[config.mk]
export PLATFORM = sky130hd
export DESIGN_NAME = dda_uart_ctrl
export DESIGN_NICKNAME = d
export VERILOG_FILES = /design/src/rtl/dda_uart_ctrl.sv
export SDC_FILE = /design/constraint.sdc
export NUM_CORES = 1
export LEC_CHECK = 0
export BUFFER_PORTS_ARGS = -buffer_cell sky130_fd_sc_hd__buf_2
export CAP_MARGIN = 20
export CORE_ASPECT_RATIO = 0.75
export CORE_UTILIZATION = 49
export DETAILED_ROUTE_END_ITERATION = 8
export PLACE_DENSITY = 0.71
export SYNTH_ARGS = -nofsm -noshare
export SYNTH_HDL_FRONTEND = slang
export SYNTH_SLANG_ARGS = --single-unit
[constraint.sdc]
create_clock -name clk -period 23 [get_ports clk]
set_input_delay 0 -clock clk [delete_from_list [all_inputs] [get_ports clk]]
set_output_delay 0 -clock clk [all_outputs]
set_load 0.02 [all_outputs]
[src/rtl/dda_uart_ctrl.sv]
// Byte-level command controller between the UART byte side and the DDA core.
// Optional trailing XOR checksum on W frames is enabled by defining CHECKSUM_EN.
module dda_uart_ctrl #(
    parameter int REG_BYTES   = 10,
    parameter int OUT_BYTES   = 4,
    parameter int TIMEOUT_CYC = 50000
) (
    input  logic                   clk,
    input  logic                   rst_n,
    input  logic                   rx_valid,
    input  logic [7:0]             rx_byte,
    output logic                   tx_valid,
    input  logic                   tx_ready,
    output logic [7:0]             tx_byte,
    input  logic [8*OUT_BYTES-1:0] state_in,
    output logic [8*REG_BYTES-1:0] params,
    output logic                   dda_en,
    output logic                   busy,
    output logic                   err
);

    localparam logic [2:0] ST_IDLE     = 3'd0;
    localparam logic [2:0] ST_WR       = 3'd1;
    localparam logic [2:0] ST_COMMIT   = 3'd2;
    localparam logic [2:0] ST_STEP_CNT = 3'd3;
    localparam logic [2:0] ST_STEPPING = 3'd4;
    localparam logic [2:0] ST_TX       = 3'd5;
    localparam logic [2:0] ST_RESP     = 3'd6;
`ifdef CHECKSUM_EN
    localparam logic [2:0] ST_CSUM     = 3'd7;
`endif

    localparam logic [7:0]  CMD_W    = 8'h57;
    localparam logic [7:0]  CMD_R    = 8'h52;
    localparam logic [7:0]  CMD_S    = 8'h53;
    localparam logic [7:0]  CMD_C    = 8'h43;
    localparam logic [7:0]  ACK      = 8'h06;
    localparam logic [7:0]  NAK      = 8'h15;
    localparam logic [7:0]  LAST_REG = 8'(REG_BYTES - 1);
    localparam logic [7:0]  LAST_OUT = 8'(OUT_BYTES - 1);
    localparam logic [31:0] TMO_LAST = 32'(TIMEOUT_CYC - 1);

`ifdef CHECKSUM_EN
    function automatic logic [7:0] xor_bytes(input logic [8*REG_BYTES-1:0] v);
        logic [7:0] acc;
        acc = 8'h00;
        for (int i = 0; i < REG_BYTES; i++) acc = acc ^ v[8*i +: 8];
        return acc;
    endfunction
`endif

    logic [1:0]             rst_sync_q;
    logic                   rst_int_n_s;
    logic [2:0]             state_q, state_d;
    logic [7:0]             idx_q, idx_d;
    logic [8*REG_BYTES-1:0] shadow_q, shadow_d;
    logic [8*REG_BYTES-1:0] params_q, params_d;
    logic [8*OUT_BYTES-1:0] snap_q, snap_d;
    logic [7:0]             step_q, step_d;
    logic [31:0]            tmo_q, tmo_d;
    logic [7:0]             resp_q, resp_d;
    logic                   tx_valid_q, tx_valid_d;
    logic [7:0]             tx_byte_q, tx_byte_d;
    logic                   dda_en_q, dda_en_d;
    logic                   busy_q, busy_d;
    logic                   err_q, err_d;
    logic                   err_set_s, err_clr_s, timed_s, timeout_s;

    // Reset asserts asynchronously and releases synchronously to clk.
    always_ff @(posedge clk or negedge rst_n) begin
        if (!rst_n) rst_sync_q <= 2'b00;
        else        rst_sync_q <= {rst_sync_q[0], 1'b1};
    end
    assign rst_int_n_s = rst_sync_q[1];

    // Next-state, datapath and response sequencing.
    always_comb begin
        state_d    = state_q;
        idx_d      = idx_q;
        shadow_d   = shadow_q;
        params_d   = params_q;
        snap_d     = snap_q;
        step_d     = step_q;
        resp_d     = resp_q;
        tx_valid_d = tx_valid_q;
        tx_byte_d  = tx_byte_q;
        dda_en_d   = 1'b0;
        err_set_s  = 1'b0;
        err_clr_s  = 1'b0;
        timeout_s  = 1'b0;

        timed_s = (state_q == ST_WR) || (state_q == ST_STEP_CNT);
`ifdef CHECKSUM_EN
        timed_s = timed_s || (state_q == ST_CSUM);
`endif
        if (!timed_s || rx_valid) begin
            tmo_d = 32'd0;
        end else if (tmo_q == TMO_LAST) begin
            tmo_d     = 32'd0;
            timeout_s = 1'b1;
        end else begin
            tmo_d = tmo_q + 32'd1;
        end

        // Bytes arriving while the controller cannot accept them are dropped.
        if (rx_valid && (state_q == ST_STEPPING || state_q == ST_TX ||
                         state_q == ST_RESP || state_q == ST_COMMIT)) begin
            err_set_s = 1'b1;
        end else begin
            err_set_s = 1'b0;
        end

        case (state_q)
            ST_IDLE: begin
                if (rx_valid) begin
                    case (rx_byte)
                        CMD_W: begin state_d = ST_WR; idx_d = 8'd0; end
                        CMD_R: begin state_d = ST_TX; idx_d = 8'd0; snap_d = state_in; end
                        CMD_S: state_d = ST_STEP_CNT;
                        CMD_C: begin err_clr_s = 1'b1; resp_d = ACK; state_d = ST_RESP; end
                        default: begin err_set_s = 1'b1; resp_d = NAK; state_d = ST_RESP; end
                    endcase
                end else begin
                    state_d = ST_IDLE;
                end
            end
            ST_WR: begin
                if (timeout_s) begin
                    err_set_s = 1'b1;
                    shadow_d  = '0;
                    idx_d     = 8'd0;
                    state_d   = ST_IDLE;
                end else if (rx_valid) begin
                    for (int i = 0; i < REG_BYTES; i++) begin
                        if (idx_q == 8'(i)) shadow_d[8*(REG_BYTES-1-i) +: 8] = rx_byte;
                    end
                    if (idx_q == LAST_REG) begin
                        idx_d = 8'd0;
`ifdef CHECKSUM_EN
                        state_d = ST_CSUM;
`else
                        state_d = ST_COMMIT;
`endif
                    end else begin
                        idx_d = idx_q + 8'd1;
                    end
                end else begin
                    state_d = ST_WR;
                end
            end
`ifdef CHECKSUM_EN
            ST_CSUM: begin
                if (timeout_s) begin
                    err_set_s = 1'b1;
                    shadow_d  = '0;
                    state_d   = ST_IDLE;
                end else if (rx_valid) begin
                    if (rx_byte == xor_bytes(shadow_q)) begin
                        state_d = ST_COMMIT;
                    end else begin
                        err_set_s = 1'b1;
                        shadow_d  = '0;
                        resp_d    = NAK;
                        state_d   = ST_RESP;
                    end
                end else begin
                    state_d = ST_CSUM;
                end
            end
`endif
            ST_COMMIT: begin
                params_d = shadow_q;
                resp_d   = ACK;
                state_d  = ST_RESP;
            end
            ST_STEP_CNT: begin
                if (timeout_s) begin
                    err_set_s = 1'b1;
                    state_d   = ST_IDLE;
                end else if (rx_valid) begin
                    if (rx_byte == 8'd0) begin
                        resp_d  = ACK;
                        state_d = ST_RESP;
                    end else begin
                        step_d   = rx_byte - 8'd1;
                        dda_en_d = 1'b1;
                        state_d  = ST_STEPPING;
                    end
                end else begin
                    state_d = ST_STEP_CNT;
                end
            end
            // step_q holds the steps still owed after the current high cycle.
            ST_STEPPING: begin
                if (step_q != 8'd0) begin
                    step_d   = step_q - 8'd1;
                    dda_en_d = 1'b1;
                end else begin
                    resp_d  = ACK;
                    state_d = ST_RESP;
                end
            end
            ST_TX: begin
                if (!tx_valid_q) begin
                    tx_valid_d = 1'b1;
                    for (int i = 0; i < OUT_BYTES; i++) begin
                        if (idx_q == 8'(i)) tx_byte_d = snap_q[8*(OUT_BYTES-1-i) +: 8];
                    end
                end else if (tx_ready) begin
                    tx_valid_d = 1'b0;
                    if (idx_q == LAST_OUT) begin
                        idx_d   = 8'd0;
                        state_d = ST_IDLE;
                    end else begin
                        idx_d = idx_q + 8'd1;
                    end
                end else begin
                    tx_valid_d = 1'b1;
                end
            end
            ST_RESP: begin
                if (!tx_valid_q) begin
                    tx_valid_d = 1'b1;
                    tx_byte_d  = resp_q;
                end else if (tx_ready) begin
                    tx_valid_d = 1'b0;
                    state_d    = ST_IDLE;
                end else begin
                    tx_valid_d = 1'b1;
                end
            end
            default: state_d = ST_IDLE;
        endcase

        if (err_set_s)      err_d = 1'b1;
        else if (err_clr_s) err_d = 1'b0;
        else                err_d = err_q;

        busy_d = (state_d != ST_IDLE);
    end

    // Controller state and registered outputs.
    always_ff @(posedge clk or negedge rst_int_n_s) begin
        if (!rst_int_n_s) begin
            state_q    <= ST_IDLE;
            idx_q      <= 8'd0;
            shadow_q   <= '0;
            params_q   <= '0;
            snap_q     <= '0;
            step_q     <= 8'd0;
            tmo_q      <= 32'd0;
            resp_q     <= 8'd0;
            tx_valid_q <= 1'b0;
            tx_byte_q  <= 8'd0;
            dda_en_q   <= 1'b0;
            busy_q     <= 1'b0;
            err_q      <= 1'b0;
        end else begin
            state_q    <= state_d;
            idx_q      <= idx_d;
            shadow_q   <= shadow_d;
            params_q   <= params_d;
            snap_q     <= snap_d;
            step_q     <= step_d;
            tmo_q      <= tmo_d;
            resp_q     <= resp_d;
            tx_valid_q <= tx_valid_d;
            tx_byte_q  <= tx_byte_d;
            dda_en_q   <= dda_en_d;
            busy_q     <= busy_d;
            err_q      <= err_d;
        end
    end

    assign tx_valid = tx_valid_q;
    assign tx_byte  = tx_byte_q;
    assign params   = params_q;
    assign dda_en   = dda_en_q;
    assign busy     = busy_q;
    assign err      = err_q;

endmodule

Word level (Yosys, flattened, before mapping)
Index checks and enable logic that the tools add are counted.
Widths: inputs -> output; s select.
{"block": "word_totals", "register_bits": 265, "latchBits": 0, "mem_bits_rw": 0, "rom_bits": 0, "inputBits": 44, "word_cells": 186, "n_memories": 0}
{"block": "op_classes", "add_sub_neg": 4, "multipliers": 0, "div_mod_pow": 0, "order_cmp": 0, "n_eq_ne": 35, "n_shift": 0, "n_mux": 76, "bitwise": 0, "n_reduce_logical": 48}
{"op": "$mux 8", "n": 33}
{"op": "$mux 80", "n": 2}
{"op": "$mux 32", "n": 2}
{"op": "$pmux 8 s2", "n": 3}
{"op": "$mux 3", "n": 12}
{"op": "$reduce_and 3->1", "n": 11}
{"op": "$add 32x1->32 const B", "n": 1}
{"op": "$eq 32x16->1 const B", "n": 1}
{"op": "$eq 8x3->1 const B", "n": 4}
{"op": "$eq 8x7->1 const B", "n": 4}
{"op": "$pmux 8 s4", "n": 1}
{"op": "$reduce_bool 2->1", "n": 14}
{"op": "$pmux 8 s3", "n": 1}
{"op": "$ne 2x2->1 const B", "n": 11}
{"op": "$pmux 3 s7", "n": 1}
{"op": "$mux 1", "n": 17}
{"op": "$eq 8x2->1 const B", "n": 2}
{"op": "$eq 8x4->1 const B", "n": 2}
{"op": "$logic_not 8->1", "n": 2}
{"op": "$sub 8x1->8 const B", "n": 2}
{"op": "$eq 3x3->1 const B", "n": 3}
{"op": "$pmux 3 s3", "n": 1}
{"op": "$add 8x1->8 const B", "n": 1}
{"op": "$eq 8x1->1 const B", "n": 1}
{"op": "other kinds (21)", "n": 31}

Logic depth before layout (Yosys ltp)
Gate-level depths: netlist of run 1.
{"block": "logic_depth", "ltp_word": 10, "depth_mapped": 9}

Worst setup path after synthesis of run 1
Ideal clock, no wire load.
{"block": "synth_path", "path_kind": "reg-to-reg", "from": "register state_q[1]", "to": "register step_q[6]", "t_arrival_ps": 2403, "setup_slack_ps": 20519, "stages_incl_launch_ff": 9, "n_path_buf": 2, "period_less_slack_ps": 2481, "path_cell_list": "dfrtp_1 > clkbuf_1 > nor3b_2 > clkbuf_1 > mux2i_1 > ha_1 > o21ai_0 > a221o_1 > a21oi_1"}
{"block": "synth_between", "elab_chain_len": 7}
{"item": "start: declaration", "line_no": "54", "source": "logic [2:0] state_q, state_d;"}
{"item": "start signal: assignment", "line_no": "259", "source": "state_q <= state_d;"}
{"item": "$eq 3x1->1 / $eq 3x2->1 (equally long branches)", "line_no": "92, 113"}
{"item": "$logic_or 1x1->1", "line_no": "92", "source": "timed_s = (state_q == ST_WR) || (state_q == ST_STEP_CNT);"}
{"item": "$logic_not 1->1", "line_no": "96", "source": "if (!timed_s || rx_valid) begin"}
{"item": "$logic_or 1x1->1", "line_no": "96"}
{"item": "$mux 1", "line_no": "96"}
{"item": "$ne 2x2->1 (no line)"}
{"item": "$reduce_and 5->1 (no line)"}
{"item": "end signal: assignment", "line_no": "264", "source": "step_q <= step_d;"}
{"item": "end: declaration", "line_no": "59", "source": "logic [7:0] step_q, step_d;"}
Parallel ways exist; a longest one is shown, timed or not.
A chain may end at the register's enable or synchronous reset.

==> impl_metrics.env, run 1 <==
export IMPL_status="finished clean"
export IMPL_synth_cell_types=74
export IMPL_place_inst=1333
export IMPL_synth_ff_latch_count=260
export IMPL_cp_startpoint="rst_sync_q[1]"
export IMPL_first_pass_iters=7
export IMPL_row_count=48
export IMPL_drive_gt1_share_pct=34.3
export IMPL_worst_setup_path_type="flop to async pin"
export IMPL_p_clk_share_pct=36.6
export IMPL_gp_congestion=0.884
export IMPL_htreeDepth=1
export IMPL_routed_wl_um=28000
export IMPL_holdPathStages=3
export IMPL_cts_made_buffers=26
export IMPL_crit_required_ns=23.67
export IMPL_setup_viol=0
export IMPL_p_per_area_mw_per_mm2=87.0
export IMPL_ant_nets=0
export IMPL_vias=8191
export IMPL_synth_edff_count=0
export IMPL_area_delta_synth_final_pct=19.9
export IMPL_dp_hpwl_um=18200
export IMPL_total_power_mw=1.22
export IMPL_synthTopCellsByArea="dfrtp_1 (56%), mux2_2 (16%), nor2_1 (1.6%)"
export IMPL_clockBufferDepth=3
export IMPL_cts_root_buf="clkbuf_16"
export IMPL_p_sw_share_pct=29.6
export IMPL_worstMarginPinSlew_ns=1.12
export IMPL_timing_slew_headroom_pct=25.2
export IMPL_async_reset_ff_share_pct=100
export IMPL_post_cts_setup_buffers=0
export IMPL_peakVddDrop_v=0.0000591
export IMPL_critPathMaxFanout=75
export IMPL_final_core_util_pct=60.3
export IMPL_rr_worst_depth=4
export IMPL_finalNetCount=1157
export IMPL_synth_area_mm2=0.0117
export IMPL_drv_cap=0
export IMPL_cts_tree="done"
export IMPL_syn_nets=992
export IMPL_yosys_top_cells_count="dfrtp_1 (260), mux2_2 (163), nor2_1 (50)"
export IMPL_fin_crit_sh_pct=13.0
export IMPL_cpMaxStageDelayCell="dfrtp_4"
export IMPL_grt_overflow_total=0
export IMPL_coreArea_mm2=0.0232
export IMPL_cts_sinks=260
export IMPL_crit_family="buffers and inverters"
export IMPL_critPathMostFrequentCell="buf_4"
export IMPL_p_sw_mw=0.360
export IMPL_dr_first_iter_drc_count=574
export IMPL_synth_ff_type="dfrtp_1"
export IMPL_drc_errors=0
export IMPL_fmax_ghz=0.334
export IMPL_first_global_vias=8122
export IMPL_insertion_delay_ns=0.53
export IMPL_track_usage_pct=23.3
export IMPL_worstPathArrival_ns=3.67
export IMPL_power_frac_comb_pct=20.7
export IMPL_drv_slew=0
export IMPL_ys_seq_area_share_pct=55.8
export IMPL_holdCritStartpoint="state_in[2]"
export IMPL_start_kind="flop"
export IMPL_end_kind="async pin"
export IMPL_p_seq_share_pct=42.6
export IMPL_rr_startpoint="rst_sync_q[1]"
export IMPL_cp_depth=4
export IMPL_power_leakage_nw=6.70
export IMPL_hold_viol=0
export IMPL_hp_class="input port to flop"
export IMPL_avgSynthCellArea_um2=12.4
export IMPL_grt_setup_unrepaired="false"
export IMPL_die_h_um=136
export IMPL_synth_area_leader_cell="dfrtp_1"
export IMPL_synth_most_common_cell="dfrtp_1"
export IMPL_tns_ns=0
export IMPL_period_minus_slack_ns=3.00
export IMPL_wire_per_inst_um=19.6
export IMPL_fin_cells=1427
export IMPL_die_w_um=180
export IMPL_path_clk_slew_ns=0.06
export IMPL_port_buffers=135
export IMPL_yosys_area_top_type_share_pct=55.8
export IMPL_skew_ns=0.0215
export IMPL_max_stage_delay_ns=0.86
export IMPL_synth_cells=942
export IMPL_p_int_mw=0.856
export IMPL_fp_dieArea_mm2=0.0244
export IMPL_yosysWarnings=0
export IMPL_top_level_ports=136
export IMPL_worstPathCellList="buf_4, buf_4, buf_4, buf_16"
export IMPL_antenna_found_initial=0
export IMPL_drt_vias_per_instance=5.74
export IMPL_path_buf_inv=4
export IMPL_grt_max_degree=86
export IMPL_grt_pass1_wl_um=45100
export IMPL_start_util_pct=50.3
stage by stage:
stage | hold slack, ns | setup slack, ns | instance area [um2]
global route | 0.239 | 19.51 | 14000
global placement | -0.213 | 19.45 | 12600
floorplan | -0.296 | 15.22 | 11700
CTS | 0.218 | 19.38 | 13900
detailed placement | -0.211 | 19.40 | 12600
finish | 0.232 | 20.00 | 14000
layer usage:
metal,up-vias,global-route usage (%),wire [um],part of all wire (%)
met5,-,0,0,0
met4,0,4.08,363,1.3
met3,31,4.97,1800,6.4
met2,281,35.2,12300,44
met1,4109,34.9,13500,48
li1,3770,-,-,-
cell usage in the layout (no fill, tap or decap), drive strengths merged, types with 17 or more instances in the layout:
cell / count
inv: 18
xnor2: 20
a21oi: 19
dfrtp: 260
nor2: 50
buf: 148
clkbuf: 35
nand3: 24
mux2: 174
o21ai: 29
nor3: 25
nand2: 42
nor2b: 17
dlygate4sd3: 44
worst min-delay path, delay by kind of cell:
family                 cells  cell delay (ns)
multiplexers               1             0.12
buffers and inverters      2             0.61
cell families after synthesis:
family | after synthesis | share of synthesized area (%)
DFF | 260 | 55.8
and+or+nand+nor | 244 | 11.3
muxes | 181 | 17.7
AOI/OAI and AO/OA | 150 | 9.99
buffers and inverters | 72 | 2.48
xor gates and xnor gates | 28 | 2.10
adders and majority gates | 6 | 0.644
other | 1 | 0.0322
power groups by stage:
| stage | sequential (mW) | clock, mW | combinational [mW] |
|---|---|---|---|
| floorplan | 0.534 | 0 | 0.167 |
| global placement | 0.526 | 0 | 0.242 |
| detailed placement | 0.527 | 0 | 0.244 |
| CTS | 0.518 | 0.453 | 0.251 |
| global route | 0.524 | 0.472 | 0.275 |
| finish | 0.519 | 0.446 | 0.252 |
worst paths after layout:
path / endpoint / slack [ns]
min: snap_q[2] / 0.23
min in group asynchronous: rst_sync_q[0] / 0.35
max in group clk: shadow_q[51] / 20.12
max: tmo_q[5] / 20.00
min reg2reg: snap_q[15] / 0.37
max reg2reg: tmo_q[5] / 20.00
timing repair:
action                                 CTS  global route
resized for setup                        0             0
endpoints found under the hold margin   50             0
hold buffers                            44             0
state kept, by name, indices dropped and copies added, names as in the netlist:
| signal | cells |
|---|---|
| resp_q | 3 |
| tx_byte | 8 |
| snap_q | 32 |
| state_q | 3 |
| tx_valid | 1 |
| shadow_q | 80 |
| dda_en | 1 |
| idx_q | 8 |
| err | 1 |
| step_q | 8 |
| busy | 1 |
| params | 80 |
| tmo_q | 32 |
| rst_sync_q | 2 |
area by class of cell:
| cell class | count | area (um2) |
|---|---|---|
| fillers | 1860 | 9200 |
| multi-input cells | 610 | 4890 |
| flip-flops and latches | 260 | 6510 |
| repair buffers | 192 | 1230 |
| clock buffers | 35 | 724 |
| clock inverters | 12 | 184 |
| inverters | 17 | 63.8 |
| diodes | 1 | 2.50 |
| well taps | 300 | 375 |
No activity file was read; power rests on OpenSTA's default activity.
==> run 2: changes to the inputs <==
Clock period 23 ns to 3.1 ns, I/O delays scaled along.
==> run 2 against run 1 <==
  * Cell area is 0.60% higher
  * Via count grew 1.2%
  * Global-route usage fell by 0.25 points
  * First-iteration DRC count is 3.5% higher
  * Fmax is 7.9% higher
  * Combinational power increased to 7.7 times the previous value
  * Die area is the same
  * Routed wire length fell by 2.1%
  * Flip-flop and latch count is the same
  * Clock-buffer cell count unchanged
  * Non-clock buffer count is 16 higher
  * Register-to-register slack got worse by 20 ns
  * Critical endpoint is now shadow_q[8]
==> impl_metrics.env, run 2 (synthesized netlist as in run 1, its figures left out) <==
export IMPL_coreArea_mm2=0.0232
export IMPL_top_level_ports=136
export IMPL_total_power_mw=8.88
export IMPL_start_util_pct=50.3
export IMPL_fin_cells=1440
export IMPL_place_inst=1350
export IMPL_grt_overflow_total=0
export IMPL_port_buffers=135
export IMPL_cts_made_buffers=25
export IMPL_row_count=48
export IMPL_start_kind="flop"
export IMPL_tns_ns=0
export IMPL_drt_vias_per_instance=5.76
export IMPL_track_usage_pct=23.0
export IMPL_post_cts_setup_buffers=0
export IMPL_grt_pass1_wl_um=44600
export IMPL_fp_dieArea_mm2=0.0244
export IMPL_period_minus_slack_ns=2.78
export IMPL_cts_sinks=260
export IMPL_cts_tree="done"
export IMPL_drc_errors=0
export IMPL_max_stage_delay_ns=0.62
export IMPL_layout_common_cells="dfrtp_1 (259), mux2_2 (163), buf_2 (135)"
export IMPL_fin_crit_sh_pct=89.7
export IMPL_power_leakage_nw=6.76
export IMPL_grt_max_degree=85
export IMPL_p_per_area_mw_per_mm2=632
export IMPL_routed_wl_um=27400
export IMPL_skew_ns=0.0178
export IMPL_vias=8292
export IMPL_end_kind="flop"
export IMPL_htreeDepth=1
export IMPL_worstPathCellList="nor4_1, nand4_1, or3_1, a221o_1, mux2_4"
export IMPL_antenna_found_initial=0
export IMPL_gp_congestion=0.863
export IMPL_die_w_um=180
export IMPL_finalNetCount=1172
export IMPL_hp_class="input port to flop"
export IMPL_dp_hpwl_um=18200
export IMPL_crit_required_ns=3.51
export IMPL_wire_per_inst_um=19.0
export IMPL_dr_first_iter_drc_count=594
export IMPL_cpMaxStageDelayCell="a221o_1"
export IMPL_worst_setup_path_type="flop to flop"
export IMPL_first_pass_iters=5
export IMPL_critPathMaxFanout=8
export IMPL_status="finished clean"
export IMPL_drive_gt1_share_pct=35.2
export IMPL_first_global_vias=8068
export IMPL_grt_setup_unrepaired="false"
export IMPL_path_clk_slew_ns=0.06
export IMPL_path_buf_inv=0
export IMPL_drv_slew=0
export IMPL_worstPathArrival_ns=3.19
export IMPL_clockBufferDepth=3
export IMPL_layout_commonest_cell="dfrtp_1"
export IMPL_worstMarginPinSlew_ns=1.08
export IMPL_fmax_ghz=0.360
export IMPL_pre_cts_ws_ns=0.365
export IMPL_crit_family="simple AND/OR/NAND/NOR gates"
export IMPL_setup_viol=0
export IMPL_die_h_um=136
export IMPL_peakVddDrop_v=0.000394
export IMPL_fin_ws_ns=0.320
export IMPL_drv_cap=0
export IMPL_area_delta_synth_final_pct=20.6
export IMPL_timing_slew_headroom_pct=27.7
export IMPL_hold_viol=0
export IMPL_ant_nets=0
export IMPL_cts_root_buf="clkbuf_16"
export IMPL_insertion_delay_ns=0.53
-- run 2: per-layer routing --
layer  vias up  global-route usage [%]  share of wire, %
met5         -                       0                 0
met4         0                    4.89               1.7
met3        42                    3.09               5.6
met2       273                    33.5                43
met1      4165                    36.5                49
li1       3812                       -                 -
-- run 2: stage by stage --
step / hold slack [ns] / utilization [%] / cell area [um2]
after global placement: -0.212 / 55.1 / 12800
after CTS: 0.209 / 60.6 / 14100
after global routing: 0.231 / 60.7 / 14100
final: 0.227 / 60.7 / 14100
after floorplan: -0.296 / - / 11700
after detailed placement: -0.213 / 55.1 / 12800
-- run 2: power breakdown --
part           internal, mW  switching, mW  total (mW)
Sequential             3.61          0.235        3.84
Combinational         0.806           1.13        1.94
Clock                  1.82           1.28        3.10
Total                  6.23           2.65        8.88
-- run 2: tightest hold or removal path: stages --
cell and delay [ns]:
dlygate4sd3_1 0.51, buf_2 0.09, mux2_2 0.13
-- run 2: repair_timing --
action	in CTS	in global routing
gates resized for setup	0	0
hold buffers	44	0
hold endpoints to repair	52	0
setup endpoints to repair	0	0
-- run 2: layout make-up --
cell class                      instances  area [um2]
Antenna cell                            1        2.50
Fill cell                            1862        9120
Inverter                               17        63.8
Sequential cell                       260        6510
Clock buffer                           35         733
Clock inverter                          9         106
Multi-Input combinational cell        610        4890
Tap cell                              300         375
Timing Repair Buffer                  208        1380
-- run 2: worst paths after layout --
check / from / end / slack, ns / cells past startpoint
worst max-delay path: tmo_q[13] / shadow_q[8] / 0.32 / 5
worst max register to register: tmo_q[13] / shadow_q[8] / 0.32 / 5
max in group asynchronous: rst_sync_q[1] / dda_en / 1.89 / 1
min in group asynchronous: rst_n / rst_sync_q[1] / 0.31 / 3
worst min-delay path: state_in[13] / snap_q[13] / 0.23 / 3
worst min register to register: rst_sync_q[1] / params[38] / 0.34 / 0
==> run 3: changes to the inputs <==
Settings changed: CORE_MARGIN set to 2.
==> run 3 against run 2 <==
  * Global-route usage about the same
  * Critical path depth unchanged
  * Critical path type unchanged
  * Sequential power about the same
  * Non-clock buffer count decreased by 5
  * Clock-buffer cell count decreased by 3
  * Critical endpoint is now shadow_q[13]
  * Combinational power about the same
==> impl_metrics.env, run 3 (synthesized netlist as in run 1, its figures left out) <==
export IMPL_status="finished clean"
export IMPL_wire_per_inst_um=19.8
export IMPL_fp_dieArea_mm2=0.0251
export IMPL_layout_commonest_cell="dfrtp_1"
export IMPL_cts_sinks=260
export IMPL_p_per_area_mw_per_mm2=641
export IMPL_ant_nets=0
export IMPL_fin_crit_sh_pct=88.7
export IMPL_htreeDepth=1
export IMPL_path_buf_inv=0
export IMPL_finalNetCount=1167
export IMPL_pre_cts_ws_ns=0.383
export IMPL_die_h_um=138
export IMPL_grt_overflow_total=0
export IMPL_power_frac_comb_pct=21.6
export IMPL_met1_length_um=13800
export IMPL_ctsResizeCount=0
export IMPL_cpMaxStageDelayCell="a221o_1"
export IMPL_vias=8346
export IMPL_tns_ns=0
export IMPL_coreArea_mm2=0.0232
export IMPL_dr_first_iter_drc_count=619
export IMPL_top_layer_used="met4"
export IMPL_cts_hold_fix_buffers=44
export IMPL_drt_vias_per_instance=5.82
export IMPL_port_buffers=135
export IMPL_hp_class="input port to flop"
export IMPL_total_power_mw=9.00
export IMPL_fin_ws_ns=0.349
export IMPL_peakVddDrop_v=0.000367
export IMPL_top_level_ports=136
export IMPL_drv_slew=0
export IMPL_layout_common_cells="dfrtp_1 (259), mux2_2 (163), buf_2 (135)"
export IMPL_insertion_delay_ns=0.53
export IMPL_r2r_slack_ns=0.35
export IMPL_period_minus_slack_ns=2.75
export IMPL_path_clk_slew_ns=0.06
export IMPL_drc_errors=0
export IMPL_end_kind="flop"
export IMPL_cts_tree="done"
export IMPL_start_util_pct=50.3
export IMPL_holdPathStages=3
export IMPL_worst_setup_path_type="flop to flop"
export IMPL_crit_required_ns=3.50
export IMPL_placed_cell_area_mm2=0.0127
export IMPL_die_w_um=182
export IMPL_worstPathCellList="nor4_1, nand4_1, or3_1, a221o_1, mux2_4"
export IMPL_skew_ns=0.0173
export IMPL_fillers=1861
export IMPL_cts_made_buffers=25
export IMPL_p_sw_share_pct=30.3
export IMPL_p_int_mw=6.28
export IMPL_first_pass_iters=4
export IMPL_final_core_util_pct=60.6
export IMPL_p_clk_share_pct=35.7
export IMPL_dp_hpwl_um=18300
export IMPL_max_stage_delay_ns=0.61
export IMPL_setup_viol=0
export IMPL_post_cts_setup_buffers=0
export IMPL_gp_congestion=0.874
export IMPL_routed_wl_um=28500
export IMPL_critPathMaxFanout=8
export IMPL_drv_cap=0
export IMPL_clockBufferDepth=3
export IMPL_area_delta_synth_final_pct=20.4
export IMPL_timing_slew_headroom_pct=25.1
export IMPL_worstMarginPinSlew_ns=1.12
export IMPL_row_count=48
export IMPL_drive_gt1_share_pct=35.2
export IMPL_wl_met2_um=12500
export IMPL_grt_setup_unrepaired="false"
export IMPL_cts_root_buf="clkbuf_16"
export IMPL_fmax_ghz=0.364
export IMPL_wl_met3_um=1650
export IMPL_first_global_vias=8117
export IMPL_cp_depth=5
export IMPL_power_leakage_nw=6.74
export IMPL_grt_max_degree=101
export IMPL_fin_area_mm2=0.0140
export IMPL_worstPathArrival_ns=3.15
export IMPL_p_sw_mw=2.73
export IMPL_p_seq_share_pct=42.7
export IMPL_crit_family="simple AND/OR/NAND/NOR gates"
export IMPL_track_usage_pct=23.1
export IMPL_grt_pass1_wl_um=45600
export IMPL_rr_worst_depth=5
export IMPL_antenna_found_initial=0
export IMPL_num_antenna_cells=0
export IMPL_start_kind="flop"
export IMPL_hold_viol=0
[run 3: power by group through the flow]
| stage | clock network, mW | logic [mW] | registers, mW |
|---|---|---|---|
| final | 3.22 | 1.95 | 3.84 |
| after global routing | 3.43 | 2.13 | 3.87 |
| after CTS | 3.27 | 1.94 | 3.83 |
| after detailed placement | 0 | 1.89 | 3.89 |
| after global placement | 0 | 1.86 | 3.89 |
| after floorplan | 0 | 1.24 | 3.96 |
[run 3: cell type report]
cell class / instances / area (um2) / area share, %
inverters: 17 / 63.8 / 0.455
well taps: 300 / 375 / 2.67
repair buffers: 203 / 1330 / 9.50
multi-input cells: 610 / 4890 / 34.8
clock inverters: 13 / 153 / 1.09
flip-flops and latches: 260 / 6510 / 46.4
clock buffers: 32 / 712 / 5.07
[run 3: worst paths after layout]
kind	from	to
hold reg to reg	rst_sync_q[1]	params[37]
hold / removal	state_in[16]	snap_q[16]
setup / recovery	tmo_q[13]	shadow_q[13]
max in group asynchronous	rst_sync_q[1]	params[50]
min in group asynchronous	rst_n	rst_sync_q[1]
setup reg to reg	tmo_q[13]	shadow_q[13]
[run 3: routing by layer]
layer	vias to the layer above	track usage, %
met5	-	0
met3	41	3.81
met4	0	4.97
met2	279	34.0
met1	4226	35.8
li1	3800	-
[run 3: worst register-to-register path, stage by stage, from the launching register on]
cell     delay (ns)
dfrtp_1        0.42
nor4_1         0.35
nand4_1        0.29
or3_1          0.59
a221o_1        0.62
mux2_4         0.39
[run 3: metrics by stage]
| stage | cells | hold slack, ns |
|---|---|---|
| CTS | 1435 | 0.207 |
| global route | 1435 | 0.231 |
| floorplan | 942 | -0.296 |
| global placement | 1346 | -0.212 |
| finish | 1435 | 0.237 |
| detailed placement | 1346 | -0.213 |
